`src/rtl/uart_tx_mmio.sv`:
```
// uart_tx_mmio: memory-mapped UART transmitter with a byte-wide TX FIFO.
//
// Register window (8 bytes at MMIO_BASE):
//   +0 TXDATA  write lane 0 pushes a byte; reads return 0
//   +4 STATUS  [0] full, [1] empty, [2] frame active, [3] sticky overflow,
//              [15:8] FIFO count; writing lane 0 with bit 3 set clears overflow
// Stores that hit the window are not forwarded to the data RAM.
//
// Build option: define UART_TX_PARITY_EN to insert an even-parity bit between
// the data bits and the stop bit (11-bit frame instead of 10).

module uart_tx_mmio #(
   parameter logic [31:0] MMIO_BASE    = 32'hFFFF_0000,
   parameter int unsigned CLKS_PER_BIT = 16,
   parameter int unsigned FIFO_DEPTH   = 8
) (
   input  logic        clk,
   input  logic        rst_n,
   input  logic [3:0]  mem_we,
   input  logic [31:0] mem_write_addr,
   input  logic [31:0] mem_write_data,
   input  logic [31:0] mem_read1_addr,
   input  logic [31:0] ram_read1_data,
   output logic [31:0] mem_read1_data,
   output logic [3:0]  ram_we,
   output logic        uart_tx,
   output logic        tx_busy
);

   localparam int unsigned    PtrW     = (FIFO_DEPTH > 1) ? $clog2(FIFO_DEPTH) : 1;
   localparam int unsigned    CntW     = $clog2(FIFO_DEPTH + 1);
   localparam logic [CntW-1:0] CntFull = CntW'(FIFO_DEPTH);
   localparam logic [15:0]    BaudLast = 16'(CLKS_PER_BIT - 1);

   typedef enum logic [2:0] {
      StIdle   = 3'd0,
      StStart  = 3'd1,
      StData   = 3'd2,
`ifdef UART_TX_PARITY_EN
      StParity = 3'd3,
`endif
      StStop   = 3'd4
   } tx_state_e;

   // ---------------------------------------------------------------------------
   // Reset release synchronisation
   // ---------------------------------------------------------------------------
   logic ready_q;

   // Pushes are held off until one clock edge after rst_n rises, so the first
   // store that can land is the one sampled on the second edge.
   always_ff @(posedge clk or negedge rst_n) begin
      if (!rst_n) begin
         ready_q <= 1'b0;
      end else begin
         ready_q <= 1'b1;
      end
   end

   // ---------------------------------------------------------------------------
   // Address decode
   // ---------------------------------------------------------------------------
   logic wr_mmio;
   logic rd_mmio;
   logic push_req;
   logic push_ok;
   logic ovf_clr;
   logic pop;

   assign wr_mmio  = (mem_write_addr[31:3] == MMIO_BASE[31:3]);
   assign rd_mmio  = (mem_read1_addr[31:3] == MMIO_BASE[31:3]);
   assign ram_we   = wr_mmio ? 4'b0000 : mem_we;
   assign push_req = ready_q && wr_mmio && !mem_write_addr[2] && mem_we[0];
   assign ovf_clr  = wr_mmio && mem_write_addr[2] && mem_we[0] && mem_write_data[3];

   // Upper data lanes and byte offsets inside a word play no part in decode.
   logic unused_bits;
   assign unused_bits = ^{mem_write_data[31:8], mem_write_addr[1:0], mem_read1_addr[1:0]};

   // ---------------------------------------------------------------------------
   // TX FIFO
   // ---------------------------------------------------------------------------
   logic [7:0]      fifo_mem_q [FIFO_DEPTH];
   logic [PtrW-1:0] wr_ptr_q;
   logic [PtrW-1:0] rd_ptr_q;
   logic [CntW-1:0] count_q;
   logic            fifo_full;
   logic            fifo_empty;
   logic [7:0]      fifo_rdata;
   logic            ovf_q;

   assign fifo_full  = (count_q == CntFull);
   assign fifo_empty = (count_q == '0);
   assign fifo_rdata = fifo_mem_q[rd_ptr_q];
   // A full FIFO still takes a byte when the transmitter frees a slot this cycle.
   assign push_ok    = push_req && (!fifo_full || pop);

   // FIFO storage, data only; validity is tracked by the pointers and count.
   always_ff @(posedge clk) begin
      if (push_ok) begin
         fifo_mem_q[wr_ptr_q] <= mem_write_data[7:0];
      end
   end

   // FIFO pointers wrap naturally at the power-of-two depth; count spans 0..depth.
   always_ff @(posedge clk or negedge rst_n) begin
      if (!rst_n) begin
         wr_ptr_q <= '0;
         rd_ptr_q <= '0;
         count_q  <= '0;
      end else begin
         if (push_ok) begin
            wr_ptr_q <= wr_ptr_q + PtrW'(1);
         end
         if (pop) begin
            rd_ptr_q <= rd_ptr_q + PtrW'(1);
         end
         case ({push_ok, pop})
            2'b10:   count_q <= count_q + CntW'(1);
            2'b01:   count_q <= count_q - CntW'(1);
            default: count_q <= count_q;
         endcase
      end
   end

   // Sticky overflow: set by a dropped push, cleared only by software.
   always_ff @(posedge clk or negedge rst_n) begin
      if (!rst_n) begin
         ovf_q <= 1'b0;
      end else if (ovf_clr) begin
         ovf_q <= 1'b0;
      end else if (push_req && fifo_full && !pop) begin
         ovf_q <= 1'b1;
      end
   end

   // ---------------------------------------------------------------------------
   // Transmitter
   // ---------------------------------------------------------------------------
   tx_state_e   state_q, state_d;
   logic [15:0] baud_q, baud_d;
   logic [2:0]  bit_q, bit_d;
   logic [7:0]  shift_q, shift_d;
   logic        tx_q, tx_d;
   logic        baud_last;
`ifdef UART_TX_PARITY_EN
   logic        parity_q, parity_d;
`endif

   assign baud_last = (baud_q == BaudLast);

   // Transmitter state register; uart_tx is registered so the line never glitches.
   always_ff @(posedge clk or negedge rst_n) begin
      if (!rst_n) begin
         state_q  <= StIdle;
         baud_q   <= '0;
         bit_q    <= '0;
         shift_q  <= '0;
         tx_q     <= 1'b1;
`ifdef UART_TX_PARITY_EN
         parity_q <= 1'b0;
`endif
      end else begin
         state_q  <= state_d;
         baud_q   <= baud_d;
         bit_q    <= bit_d;
         shift_q  <= shift_d;
         tx_q     <= tx_d;
`ifdef UART_TX_PARITY_EN
         parity_q <= parity_d;
`endif
      end
   end

   // Next-state logic; a byte is popped from IDLE or at the end of STOP.
   always_comb begin
      state_d  = state_q;
      baud_d   = baud_q;
      bit_d    = bit_q;
      shift_d  = shift_q;
      pop      = 1'b0;
`ifdef UART_TX_PARITY_EN
      parity_d = parity_q;
`endif
      unique case (state_q)
         StIdle: begin
            if (!fifo_empty) begin
               pop = 1'b1;
            end
         end
         StStart: begin
            if (baud_last) begin
               baud_d  = '0;
               bit_d   = '0;
               state_d = StData;
            end else begin
               baud_d = baud_q + 16'd1;
            end
         end
         StData: begin
            if (baud_last) begin
               baud_d = '0;
               if (bit_q == 3'd7) begin
`ifdef UART_TX_PARITY_EN
                  state_d = StParity;
`else
                  state_d = StStop;
`endif
               end else begin
                  bit_d   = bit_q + 3'd1;
                  shift_d = {1'b0, shift_q[7:1]};
               end
            end else begin
               baud_d = baud_q + 16'd1;
            end
         end
`ifdef UART_TX_PARITY_EN
         StParity: begin
            if (baud_last) begin
               baud_d  = '0;
               state_d = StStop;
            end else begin
               baud_d = baud_q + 16'd1;
            end
         end
`endif
         StStop: begin
            if (baud_last) begin
               baud_d = '0;
               if (!fifo_empty) begin
                  pop = 1'b1;
               end else begin
                  state_d = StIdle;
               end
            end else begin
               baud_d = baud_q + 16'd1;
            end
         end
         default: begin
            state_d = StIdle;
            baud_d  = '0;
            bit_d   = '0;
         end
      endcase

      // Popping always starts a new frame with its start bit.
      if (pop) begin
         shift_d  = fifo_rdata;
         baud_d   = '0;
         bit_d    = '0;
         state_d  = StStart;
`ifdef UART_TX_PARITY_EN
         parity_d = ^fifo_rdata;
`endif
      end
   end

   // Line level for the upcoming cycle, derived from the next state so that
   // uart_tx lines up exactly with state_q.
   always_comb begin
      tx_d = 1'b1;
      unique case (state_d)
         StIdle:   tx_d = 1'b1;
         StStart:  tx_d = 1'b0;
         StData:   tx_d = shift_d[0];
`ifdef UART_TX_PARITY_EN
         StParity: tx_d = parity_d;
`endif
         StStop:   tx_d = 1'b1;
         default:  tx_d = 1'b1;
      endcase
   end

   logic frame_active;
   assign frame_active = (state_q != StIdle);
   assign uart_tx      = tx_q;
   assign tx_busy      = !fifo_empty || frame_active;

   // ---------------------------------------------------------------------------
   // Read path
   // ---------------------------------------------------------------------------
   logic        rd_sel_q;
   logic [31:0] rd_data_q;
   logic [31:0] status_val;

   // Count field is 8 bits wide; a 256-deep full FIFO reports count 0 with full set.
   assign status_val = {16'h0000, 8'(count_q), 4'h0, ovf_q, frame_active, fifo_empty, fifo_full};

   // Read select and STATUS snapshot, one cycle behind the address. Reset selects
   // the (zeroed) MMIO register so mem_read1_data reads 0 during reset.
   always_ff @(posedge clk or negedge rst_n) begin
      if (!rst_n) begin
         rd_sel_q  <= 1'b1;
         rd_data_q <= '0;
      end else begin
         rd_sel_q  <= rd_mmio;
         rd_data_q <= (rd_mmio && mem_read1_addr[2]) ? status_val : 32'h0;
      end
   end

   assign mem_read1_data = rd_sel_q ? rd_data_q : ram_read1_data;

endmodule

```
`config.mk`:
```
export PLATFORM = sky130hd
export DESIGN_NAME = uart_tx_mmio
export DESIGN_NICKNAME = d
export VERILOG_FILES = /design/src/rtl/uart_tx_mmio.sv
export SDC_FILE = /design/constraint.sdc
export NUM_CORES = 1
export LEC_CHECK = 0
export ABC_AREA = 1
export CORE_MARGIN = 2
export CORE_UTILIZATION = 40
export DETAILED_ROUTE_END_ITERATION = 10
export GPL_TIMING_DRIVEN = 0
export HOLD_SLACK_MARGIN = 0.08
export PLACE_DENSITY = 0.72
export SLEW_MARGIN = 30
export SYNTH_ARGS = -nofsm -noshare
export SYNTH_HDL_FRONTEND = slang
export SYNTH_SLANG_ARGS = --single-unit
```
`constraint.sdc`:
```
create_clock -name clk -period 2.27 [get_ports clk]
set_clock_uncertainty 0.1 [all_clocks]
set_input_delay 0.227 -clock clk [delete_from_list [all_inputs] [get_ports clk]]
set_output_delay 0.227 -clock clk [all_outputs]
set_load 0.01 [all_outputs]
```
[After elaboration in Yosys (flattened, before gate mapping)]
Memories as Yosys holds them, arrays and structs flattened.
Cells that the tools add are included.
Storage, ports and cells
  bits of input ports: 134
  bits in writable memories: 64
  memories kept: 1
  register bits: 56
  word-level logic and storage cells: 96
  output and inout bits: 38
Memories
  fifo_mem_q: depth 8, width 8, rd ports 1, clocked after memory_dff 0, wr ports 1, line 83  | logic [7:0] fifo_mem_q [FIFO_DEPTH];
Operators by class
  add/sub/neg operators: 6
  equality and inequality tests: 18
  reduce and logical (&&, ||, !) cells: 27
  muxes and demuxes: 31
Operators by type and width (number)
  $eq 29x29->1 const B: 2
  $mux 16: 2
  $mux 32: 1
  $mux 8: 4
  $pmux 16 s2: 1
  $mux 3: 10
  $add 16x1->16 const B: 1
  $eq 16x4->1 const B: 1
  $mux 12: 1
  $pmux 3 s4: 1
  $logic_and 1x1->1: 10
  $add 3x1->3 const B: 3
  $ne 3x3->1 const B: 3
  $pmux 3 s3: 1
  $pmux 4 s2: 1
  $reduce_bool 2->1: 4
  $eq 3x1->1 const B: 2
  $eq 3x2->1 const B: 2
  $eq 3x3->1 const B: 2
  $mux 1: 6
  $add 4x1->4 const B: 1
  $eq 4x4->1 const B: 1
  $logic_not 1->1: 4
  $logic_not 4->1: 1
  14 further kinds: 17

[Logic depth before layout (Yosys ltp)]
Gate-level depths: netlist of the first run.
  depth in word-level cells: 8
  gate-level depth with buffers: 21
  mapped depth without buffers: 21

[Worst setup path after synthesis of the first run]
OpenSTA, ideal clock, no wires.
  kind: register to register
  from: register baud_q[0]
  to: register count_q[3]
  setup time: 0.113 ns
  setup slack: -0.085 ns
  arrival: 2.142 ns
  required time: 2.057 ns
  stages on the path, launching flop included: 21
  period minus slack after synthesis: 2.355 ns
  buffers on the path: 0
  cells stage by stage: dfrtp_1 > ha_1 > nand2_2 > nor2_4 > inv_2 > nor2_4 > nand2_4 > nand2_4 > nand2_4 > inv_2 > nand2_2 > inv_1 > ha_1 > nand2_1 > nor2_1 > a211oi_1 > nand2_1 > nand2_1 > nand3_1 > nand2_1 > inv_1
Between the ends
  cells in the longest elaborated chain, start to end: 7
  elaborated cells between the ends (all ways): 9
  those cells by class: 3 x eq/ne; 3 x mux; 3 x reduce/logical
RTL lines
  start, declared: line 141  | logic [15:0] baud_q, baud_d;
  start signal, assigned: line 165  | baud_q <= baud_d;
  $eq 16x4->1 *: line 150  | assign baud_last = (baud_q == BaudLast);
  $mux 1 *: line 228  | if (baud_last) begin
  $pmux 1 s2 *: line 185  | unique case (state_q)
  $logic_or 1x1->1: line 96  | assign push_ok = push_req && (!fifo_full || pop);
  $logic_and 1x1->1: line 96
  $eq 2x1->1 / $eq 2x2->1 (equally long branches): line 118  | case ({push_ok, pop})
  $pmux 4 s2 / $reduce_bool 2->1 (equally long branches)
  end signal, assigned: line 119  | 2'b10: count_q <= count_q + CntW'(1);
  end signal, assigned: line 120  | 2'b01: count_q <= count_q - CntW'(1);
  end signal, assigned: line 121  | default: count_q <= count_q;
  end, declared: line 86  | logic [CntW-1:0] count_q;
Mark *: on every way between the ends. The rest lies on a longest branch, timed or not.
A chain may end at the register's enable or synchronous reset.

[Final worst setup path of the first run]
  from: register baud_q[1]
  to: register count_q[3]
Same word-level chain as after synthesis.

==> summary.txt, run 1 <==
Status
  – Outcome: finished with violations
  – Failing checks: negative setup slack

Worst setup path
  – Crit path DAT: about 2.5 ns
  – Required @ worst endpoint: 2.48 ns
  – CP endpoint kind: flop
  – Setup CP Type: reg -> reg
  – Cell mode on critical path: nand2_4
  – Cell Chain, Critical Path: ha_4 -> nand2_4 -> nor2_4 -> inv_2 -> nor2_4 -> nand2_4 -> nand2_4 -> nand2_4 -> inv_4 -> nand2_4 -> inv_4 -> ha_4 -> nand2_2 -> nor2_2 -> a211oi_2 -> nand2_1 -> nand2_1 -> nand3_1 -> nand2_1 -> inv_1
  – CP max FO: 3
  – CP max stage cell: dfrtp_1
  – Critical path launch point type: flop
  – Largest stage delay, worst path: 0.40 ns

Synthesis
  – Part of the Yosys area used for sequential elements: 0.562
  – Mapped Area: 5740 um^2
  – Cells after Synth: 636
  – Synth area leaders: edfxtp_1, dfrtp_1, nor2_1
  – Compound-cell area share of the yosys netlist: 0.0741
  – Synth Area in Adders: 0.0187
  – Top-area cell type share of the netlist area: 0.335
  – Synth Area in XOR/XNOR: 0.0229
  – Cell taking the most area after synthesis: edfxtp_1
  – Seq cells post-synth: roughly 120
  – Syn Nets: 778
  – Simple-gate share of the synthesized area: 0.234
  – Largest family of logic cells by synthesized area: simple AND/OR/NAND/NOR gates
  – Yosys cell types: between 40 and 50
  – Mean Syn Cell Area: 9.03 um^2
  – Ys Warns: 0
  – Post-synthesis mux area share: 0.0157

CTS
  – CTS buffer count: 17
  – CTS tree: done
  – H-tree depth: 4
  – Num Clock Sinks: 116
  – Worst skew pair latency: 0.41 ns
  – CTS Root Buffer Type: clkbuf_16
  – Worst-path clk slew: 0.05 ns
  – CTS Buffer Depth: 2

STA
  – Final Critical Period: ~2.3 ns
  – RSZ-0062 raised after global routing: yes
  – Setup TNS: -0.0305 ns
  – Final Max Slew Viols: 0
  – Worst Hold Slack: 0.131 ns
  – Tcrit/Tclk final: 1.01
  – Final setup fails: 1
  – Fin. Hold Viols: 0
  – Final worst setup slack: -0.0305 ns
  – Worst slew margin: 0.638
  – Worst-Margin Slew: 0.543 ns
  – Max Freq: 435 MHz

Placed design
  – PortBufs: 143
  – Placed wire-length estimate: 10500 um
  – GPL Wtd Cong: between 0.8 and 0.9

Cells and area
  – Fill cells: 1120
  – Area growth syn-to-layout: 48.1%
  – Fraction of layout cells with a size suffix above 1: 0.139
  – Count of nets after finishing: 965
  – Commonest non-fill, non-tap cell in the layout: clkdlybuf4s50_1
  – Post-Route Utilization: 0.610
  – Antenna cell count: 0
  – Most frequent cells in the layout: clkdlybuf4s50_1, nor2_1, nand2_1

Global route
  – Total congestion overflow: 0
  – Number of antenna violations at the first check in global routing: 0
  – Largest net degree at the start of global routing: 35
  – Aggregate global-route resource usage: 0.203
  – Vias in the first global route: about 5000
  – First-pass GRT wire length: 23700 um

Power
  – PD cells: 638 nW/um^2
  – VDD IR max: 0.000530 V
  – P_leak: 3.60 nW

Routing
  – Starting DRT DRC Count: 262
  – Via density: 4.93
  – Via count: 5010
  – TritonRoute pass-1 iters: 6
  – WL final: 15500 um
  – WL per Instance: ~15 um
  – DRC violations left: 0
  – Antenna-violating nets left: 0

Floorplan
  – Ports: between 150 and 200
  – Die H: 124 um
  – Die footprint: approximately 15000 um^2
  – Core area: between 10000 and 15000 um^2
  – # rows: 43
  – Initial cell density of the core: 0.412
  – Die Wd: 124 um

Flow run
  – Maxcap violations: 0

Min path
  – Worst hold path type: in -> async
## layout make-up
class,instances,area [um^2],share of cell area
Buffer,17,118,0.0138
Clock buffer,18,429,0.0505
Multi-Input combinational cell,417,2240,0.264
Inverter,86,328,0.0386
Sequential cell,116,3230,0.379
Tap cell,180,225,0.0265
Timing Repair Buffer,168,1740,0.204
Clock inverter,14,200,0.0235
## cells by family after synthesis
logic type	after synthesis
AO/OA/AOI/OAI	75
XOR/XNOR	15
adder cells (fa/ha/maj)	8
buffers and inverters	103
flip-flops	116
multiplexers	8
other	1
AND/OR/NAND/NOR	310
## Yosys cell counts
cell      instances
o21ai_0          40
a32o_1            2
nor4_1            4
nor2_1          127
nor2_2            1
clkinv_1          1
a21oi_1           8
buf_4             1
a32oi_1           1
nand4_1           7
buf_6             3
nor3_1           24
nand3_2           1
buf_2             1
or2_0             1
fa_1              1
dfstp_2           2
inv_1            79
dfrtp_1          50
o21a_1            1
nor3_2            1
inv_2             6
nand2_1          97
nand2_2           4
clkbuf_1         11
o211ai_2          1
nand2_4           3
nand3_1          33
xor2_1           13
xnor2_1           2
ha_1              7
nor2_4            2
o211ai_1          1
nand3b_1          2
edfxtp_1         64
and2_1            1
a211oi_1          1
or2_2             2
o21ai_1           3
mux2_2            8
buf_1             1
conb_1            1
o22ai_1          17
## state kept, by name, summed over array words and instances (netlist names)
signal and cells:
rd_sel_q 1, uart_tx 1, ovf_q 1, bit_q 3, wr_ptr_q 3, state_q 3
shift_q 8, rd_ptr_q 3, rd_data_q 8, fifo_mem_q 64, ready_q 1, baud_q 16
count_q 4
## critical path: cells and delay by family, from the launching register on
| kind | cells | cell delay (ns) |
|---|---|---|
| and+or+nand+nor | 13 | 0.90 |
| DFF | 1 | 0.40 |
| adders and majority gates | 2 | 0.37 |
| buffers and inverters | 4 | 0.23 |
| AOI/OAI and AO/OA | 1 | 0.18 |
## per-layer routing
metal,GRT usage,share of wire,up-vias
li1,-,-,2475
met4,0.0739,0.016,0
met3,0.0453,0.058,19
met2,0.357,0.53,138
met5,0,0,-
met1,0.242,0.40,2378
## final timing paths
check / cells after the start / slack (ns) / end / start
min in group clk: 4 / 0.37 / rd_sel_q / mem_read1_addr[25]
worst max-delay path: 20 / -0.03 / count_q[3] / baud_q[1]
max in group asynchronous: 3 / 1.41 / rd_sel_q / rst_n
worst min register to register: 1 / 0.40 / count_q[0] / count_q[0]
worst min-delay path: 2 / 0.13 / baud_q[15] / rst_n
worst max register to register: 20 / -0.03 / count_q[3] / baud_q[1]
## timing repair
action                                  4_1_cts  5_1_grt
pin swaps                                    15       10
hold buffers                                  1        0
endpoints found under the hold margin        50        0
setup buffers                                18        5
resized for setup                            36       11
endpoints found under the setup margin       95       73
## per-stage QoR
| stage | area, um^2 | setup WS, ns | total power [mW] | cells |
|---|---|---|---|---|
| after floorplan | 5760 | 0.0164 | 2.33 | 636 |
| after global placement | 7420 | -0.651 | 2.61 | 959 |
| after detailed placement | 7430 | -0.636 | 2.61 | 960 |
| after CTS | 8410 | -0.0783 | 5.45 | 1011 |
| after global routing | 8500 | -0.172 | 5.60 | 1016 |
| final | 8500 | -0.0305 | 5.42 | 1016 |
## power breakdown
group / internal (mW) / switching, mW / total, mW
clock: 1.85 / 1.00 / 2.85
combinational: 0.233 / 0.109 / 0.343
sequential: 2.23 / 0.000312 / 2.23
Note: power is estimated with default switching activity, not from simulation.
==> inputs of run 2 (changes only) <==
--- a/config.mk
+++ b/config.mk
@@ -11,7 +11,7 @@
 export DETAILED_ROUTE_END_ITERATION = 10
 export GPL_TIMING_DRIVEN = 0
 export HOLD_SLACK_MARGIN = 0.08
-export PLACE_DENSITY = 0.72
+export PLACE_DENSITY = 0.7
 export SLEW_MARGIN = 30
 export SYNTH_ARGS = -nofsm -noshare
 export SYNTH_HDL_FRONTEND = slang
==> constraint.sdc (replaced) <==
create_clock -name clk -period 2.65 [get_ports clk]
set_clock_uncertainty 0.1 [all_clocks]
set_input_delay 0.265 -clock clk [delete_from_list [all_inputs] [get_ports clk]]
set_output_delay 0.265 -clock clk [all_outputs]
set_load 0.01 [all_outputs]
==> run 2 against run 1 <==
  * The flow now finishes without violations
  * Global-route usage is 0.42 points lower
  * Total power is 21% lower
  * Final cell count is 2.0% lower
  * Critical path depth is 7 lower
  * Count of clock-buffer cells in the layout is 3 higher
  * Utilization is 3.2 points lower
  * Worst hold slack better by 0.22 ns
  * Maximum frequency is 12% lower
  * Non-clock buffer count is 20 lower
  * Critical endpoint is now fifo_mem_q[1][5]
  * Highest routed layer unchanged
==> summary.txt, run 2 (synthesis gave the netlist of run 1 again) <==
Placed design
  – Post-place instance area: between 7000 and 8000 um^2
  – GPL Wtd Cong: 0.911
  – Placed wire-length estimate: 10400 um
  – Dpl ws: -0.551 ns
  – PortBufs: 143

Cells and area
  – Post-Route Utilization: 0.578
  – Fraction of layout cells with a size suffix above 1: 0.104
  – Final instance area: 8060 um^2
  – Commonest non-fill, non-tap cell in the layout: clkdlybuf4s50_1
  – Count of nets after finishing: 945
  – Area growth syn-to-layout: 40.4%
  – Largest register FFs: 64
  – Most frequent cells in the layout: clkdlybuf4s50_1, nor2_1, nand2_1
  – Largest register by flop count: fifo_mem_q
  – Biggest regs: fifo_mem_q: 64 flops, baud_q: 16 flops
  – Antenna cell count: 0

STA
  – Worst-Margin Slew: between 0.6 and 0.7 ns
  – Final worst setup slack: 0.0211 ns
  – Final setup fails: 0
  – Max Freq: 380 MHz
  – Final Max Slew Viols: 0
  – Final Critical Period: 2.63 ns
  – RSZ-0062 raised after global routing: yes
  – Worst slew margin: 0.571
  – Fin. Hold Viols: 0
  – Tcrit/Tclk final: 0.992

Routing
  – WL per Instance: 14.9 um
  – WL final: between 10000 and 15000 um
  – Via density: 4.94
  – Via count: 4918
  – Starting DRT DRC Count: around 320
  – Antenna-violating nets left: 0
  – DRC violations left: 0
  – TritonRoute pass-1 iters: 5

Flow run
  – Maxcap violations: 0

Floorplan
  – Die Wd: 124 um
  – Initial cell density of the core: 0.412
  – # rows: 43
  – Die H: 124 um
  – Ports: about 170
  – Core area: 13900 um^2
  – Die footprint: 15300 um^2

Global route
  – Number of antenna violations at the first check in global routing: 0
  – Aggregate global-route resource usage: 0.198
  – Vias in the first global route: 4964
  – First-pass GRT wire length: roughly 23000 um
  – Largest net degree at the start of global routing: 53
  – Total congestion overflow: 0

Worst setup path
  – Setup CP Type: reg -> reg
  – Reg-to-reg setup timing slack: 0.02 ns
  – CP max FO: 8
  – Required @ worst endpoint: 2.59 ns
  – Critical path launch point type: flop
  – Worst Reg2Reg Path Length in Cells: 13
  – Crit path DAT: 2.57 ns
  – CP endpoint kind: flop

CTS
  – CTS buffer count: 17
  – Worst-path clk slew: 0.06 ns
  – CTS tree: done
  – CTS Buffer Depth: 2
  – H-tree depth: 4
  – Num Clock Sinks: about 120
  – CTS Root Buffer Type: clkbuf_16
  – Worst skew pair latency: 0.41 ns

Status
  – Outcome: complete, no violations

Power
  – P_leak: 3.35 nW
  – PD cells: 533 nW/um^2
  – VDD IR max: around 0.00048 V
  – Total power: 4.29 mW

Min path
  – Worst hold path type: in -> async
run 2: layer usage:
metal  up-vias  part of all wire  wire length (um)  GRT usage
met3        22             0.073              1080     0.0476
met5         -                 0                 0          0
met4         0             0.019               288     0.0845
met1      2290              0.40              6010      0.229
met2       182              0.50              7500      0.351
li1       2424                 -                 -          -
run 2: area by class of cell:
class	count	area, um^2
fill	1169	5880
sequential	116	3230
multi-input combinational	417	2180
timing repair buffer	149	1480
clock buffer	21	450
inverter	86	323
tap	180	225
clock inverter	11	90.1
buffer	16	88.8
run 2: power by group:
part           internal [mW]  switching, mW
registers               1.91       0.000196
logic                  0.199         0.0938
clock network           1.30          0.793
total                   3.41          0.887
run 2: what timing repair did:
action                                  CTS  global route
endpoints found under the setup margin   85            65
gates resized for setup                   8            12
hold buffers                              1             0
setup buffers                             0             5
hold endpoints to repair                 50             0
pin swaps                                 0             5
run 2: final timing paths:
path                            start          endpoint
hold / removal                  rst_n        baud_q[15]
min in group clk           count_q[0]        count_q[0]
setup / recovery            baud_q[0]  fifo_mem_q[1][5]
hold reg to reg            count_q[0]        count_q[0]
max in group asynchronous       rst_n          bit_q[0]
setup reg to reg            baud_q[0]  fifo_mem_q[1][5]
run 2: critical path, cell delays in order, from the launching register on:
cell and delay [ns]:
dfrtp_1 0.42, ha_4 0.16, nand2_2 0.08, nor2_4 0.13, inv_2 0.06, nor2_4 0.10
nand2_4 0.07, nand2_4 0.07, nand2_4 0.06, nand2_1 0.06, nand2_1 0.11, inv_2 0.12
nand2_1 0.17, nor2_2 0.53
run 2: stage by stage:
step | hold WS (ns) | instances | setup TNS, ns
global placement | 0.379 | 959 | -41.15
floorplan | -0.131 | 636 | 0
finish | 0.355 | 996 | 0
detailed placement | 0.238 | 959 | -30.43
CTS | 0.364 | 991 | -2.78
global route | 0.423 | 996 | -4.60
==> RTL change: new RTL, config.mk and constraints of run 1 <==
The 4 states of `tx_state_e` get a one-hot encoding in 4 bits.
--- a/src/rtl/uart_tx_mmio.sv
+++ b/src/rtl/uart_tx_mmio.sv
@@ -32,14 +32,14 @@
    localparam logic [CntW-1:0] CntFull = CntW'(FIFO_DEPTH);
    localparam logic [15:0]    BaudLast = 16'(CLKS_PER_BIT - 1);
 
-   typedef enum logic [2:0] {
-      StIdle   = 3'd0,
-      StStart  = 3'd1,
-      StData   = 3'd2,
+   typedef enum logic [3:0] {
+      StIdle   = 4'b0001,
+      StStart  = 4'b0010,
+      StData   = 4'b0100,
 `ifdef UART_TX_PARITY_EN
       StParity = 3'd3,
 `endif
-      StStop   = 3'd4
+      StStop   = 4'b1000
    } tx_state_e;
 
    // ---------------------------------------------------------------------------
Function: no difference found for any inputs over 10 cycles, from zero or initial values and one cycle with rst_n low; not proved beyond that.
==> RTL change against run 1 <==
Power fell by 2.2%; die area rose by 0.97%; final area grew 2.0%; first-iteration DRC count grew 85%; fmax increased by 2.7%; synthesized area increased by 1.0%; count of clock-buffer cells in the layout down 1; final cell count increased by 0.59%; routed wire length grew 0.53%; clock power decreased by 5%; worst setup slack improved by 0.061 ns; sequential cell count up 1; utilization grew 0.77 points.
==> RTL change: results (changes against run 1) <==
[global_route]
grt_max_degree=47  ; +34%
grt_usage_pct=20.3  ; +0.026 points
first_global_vias=5108  ; +4.0%
grt_antenna_before_repair=0  ; unchanged
grt_pass1_wl_mm=25.2  ; +6.4%

[critical_path]
path_max_fanout=5  ; +2
crit_start=baud_q[10]
crit_family=simple AND/OR/NAND/NOR gates
cp_slowest_stage_delay_ns=0.42  ; +0.02 ns
worstRegToRegCells=18  ; -10%
r2r_slack_ns=0.03  ; +0.06 ns
cp-endpoint=count_q[3]
cp_data_arrival_time_ns=2.45  ; -0.06 ns
slowest_stage=dfrtp_1

[synth]
yosysWarningCount=0  ; unchanged
ys_seq_area_share_pct=56.1  ; -0.10 points
ys_types=45  ; +4.7%
async_flop_share_pct=45.3  ; +0.47 points
synth_fp_nets=771  ; -0.90%
synthTopCellsByArea=edfxtp_1, dfrtp_1, nor2_1
synth_edf_count=64  ; unchanged
synthCells=629  ; -1.1%
synthTopCellsByCount=nor2_1, nand2_1, inv_1

[timing]
fin_crit_sh_pct=98.7  ; -2.7 points
hold_slack_ns=0.229  ; +0.0975 ns
max_slew_margin_pct=57.5  ; -6.2 points

[drt]
dr.pass1.iters=6  ; unchanged
num_vias=5167  ; +3.1%
drt_iter0_drc=485  ; +85%
routed_wirelength_mm=15.6  ; +0.53%

[power_and_ir_drop]
vdd_ir_drop_max_mv=0.508  ; -4.2%
leakagePower_uw=0.00369  ; +2.4%
power_switching_uw=1170  ; +5.6%

[cts]
cts_buffer_depth=2  ; unchanged
path_clk_slew_ns=0.06
htreeDepth=4  ; unchanged
cts-root-buf=clkbuf_16
numCtsBuffers=17  ; unchanged
clk_latency_ns=0.42

[worst_hold_path]
holdCritPathClass=in -> async

[cells_and_area]
instances_no_fill=1022  ; +0.59%
drive_gt1_share_pct=16.0  ; +2.2 points
fin_nets=971  ; +0.62%
num_antenna_cells=0  ; unchanged
reg_top3=fifo_mem_q x64, baud_q x16

[place]
placed_area_mm2=0.00753  ; +1.2%
dp_cells=954  ; -0.63%
gp_congestion=0.878  ; +3.3%
io_buffers=143  ; unchanged
hpwl_mm=10.7  ; +1.9%
dp_slack_ns=-0.503  ; +0.132 ns

[outcome]
outcome=finished, final reports clean

==> RTL change: cell count changes after synthesis, moves of 4 or more <==
cell,before,now
nand3_1,33,18
nor2_1,127,112
nor3_1,24,15
inv_2,6,2
o221ai_1,0,5
nand2_1,97,104
==> RTL change: kinds of logic (layout without fill, tap and decap cells) <==
logic type	Yosys count	count (layout)	synth area share, %
XOR/XNOR	12	12	1.81
other	1	1	0.0647
buffers and inverters	101	314	6.86
multiplexers	8	8	1.55
AO/OA/AOI/OAI	86	86	8.55
flip-flops	117	117	56.1
AND/OR/NAND/NOR	296	296	23.2
adder cells (fa/ha/maj)	8	8	1.86
==> RTL change: area by class of cell <==
class                      instances  area [um2]
clock inverter                    15         171
sequential                       117        3250
inverter                          85         329
buffer                            16         105
fill                            1112        5370
multi-input combinational        411        2340
tap                              180         225
clock buffer                      17         425
timing repair buffer             181        1820
==> RTL change: metal layers <==
layer / GRT usage, % / wire, um / share of wire, % / vias to the layer above
met4: 7.40 / 284 / 1.8 / 0
met2: 34.3 / 7960 / 51 / 199
met1: 25.4 / 6390 / 41 / 2422
met3: 4.68 / 979 / 6.3 / 31
met5: 0 / 0 / 0 / -
li1: - / - / - / 2515
==> RTL change: power groups by stage <==
stage                     clock (uW)  combinational (uW)  sequential, uW
after CTS                       2730                 366            2250
after floorplan                    0                65.2            2290
after global routing            2840                 391            2250
after detailed placement           0                 364            2290
final                           2700                 361            2250
after global placement             0                 352            2290
==> RTL change: repair_timing <==
item | CTS | global route
endpoints found under the setup margin | 92 | 85
hold buffers | 2 | 0
pin swaps | 12 | 15
buffers inserted | 20 | 14
hold endpoints to repair | 53 | 0
resized for setup | 36 | 25
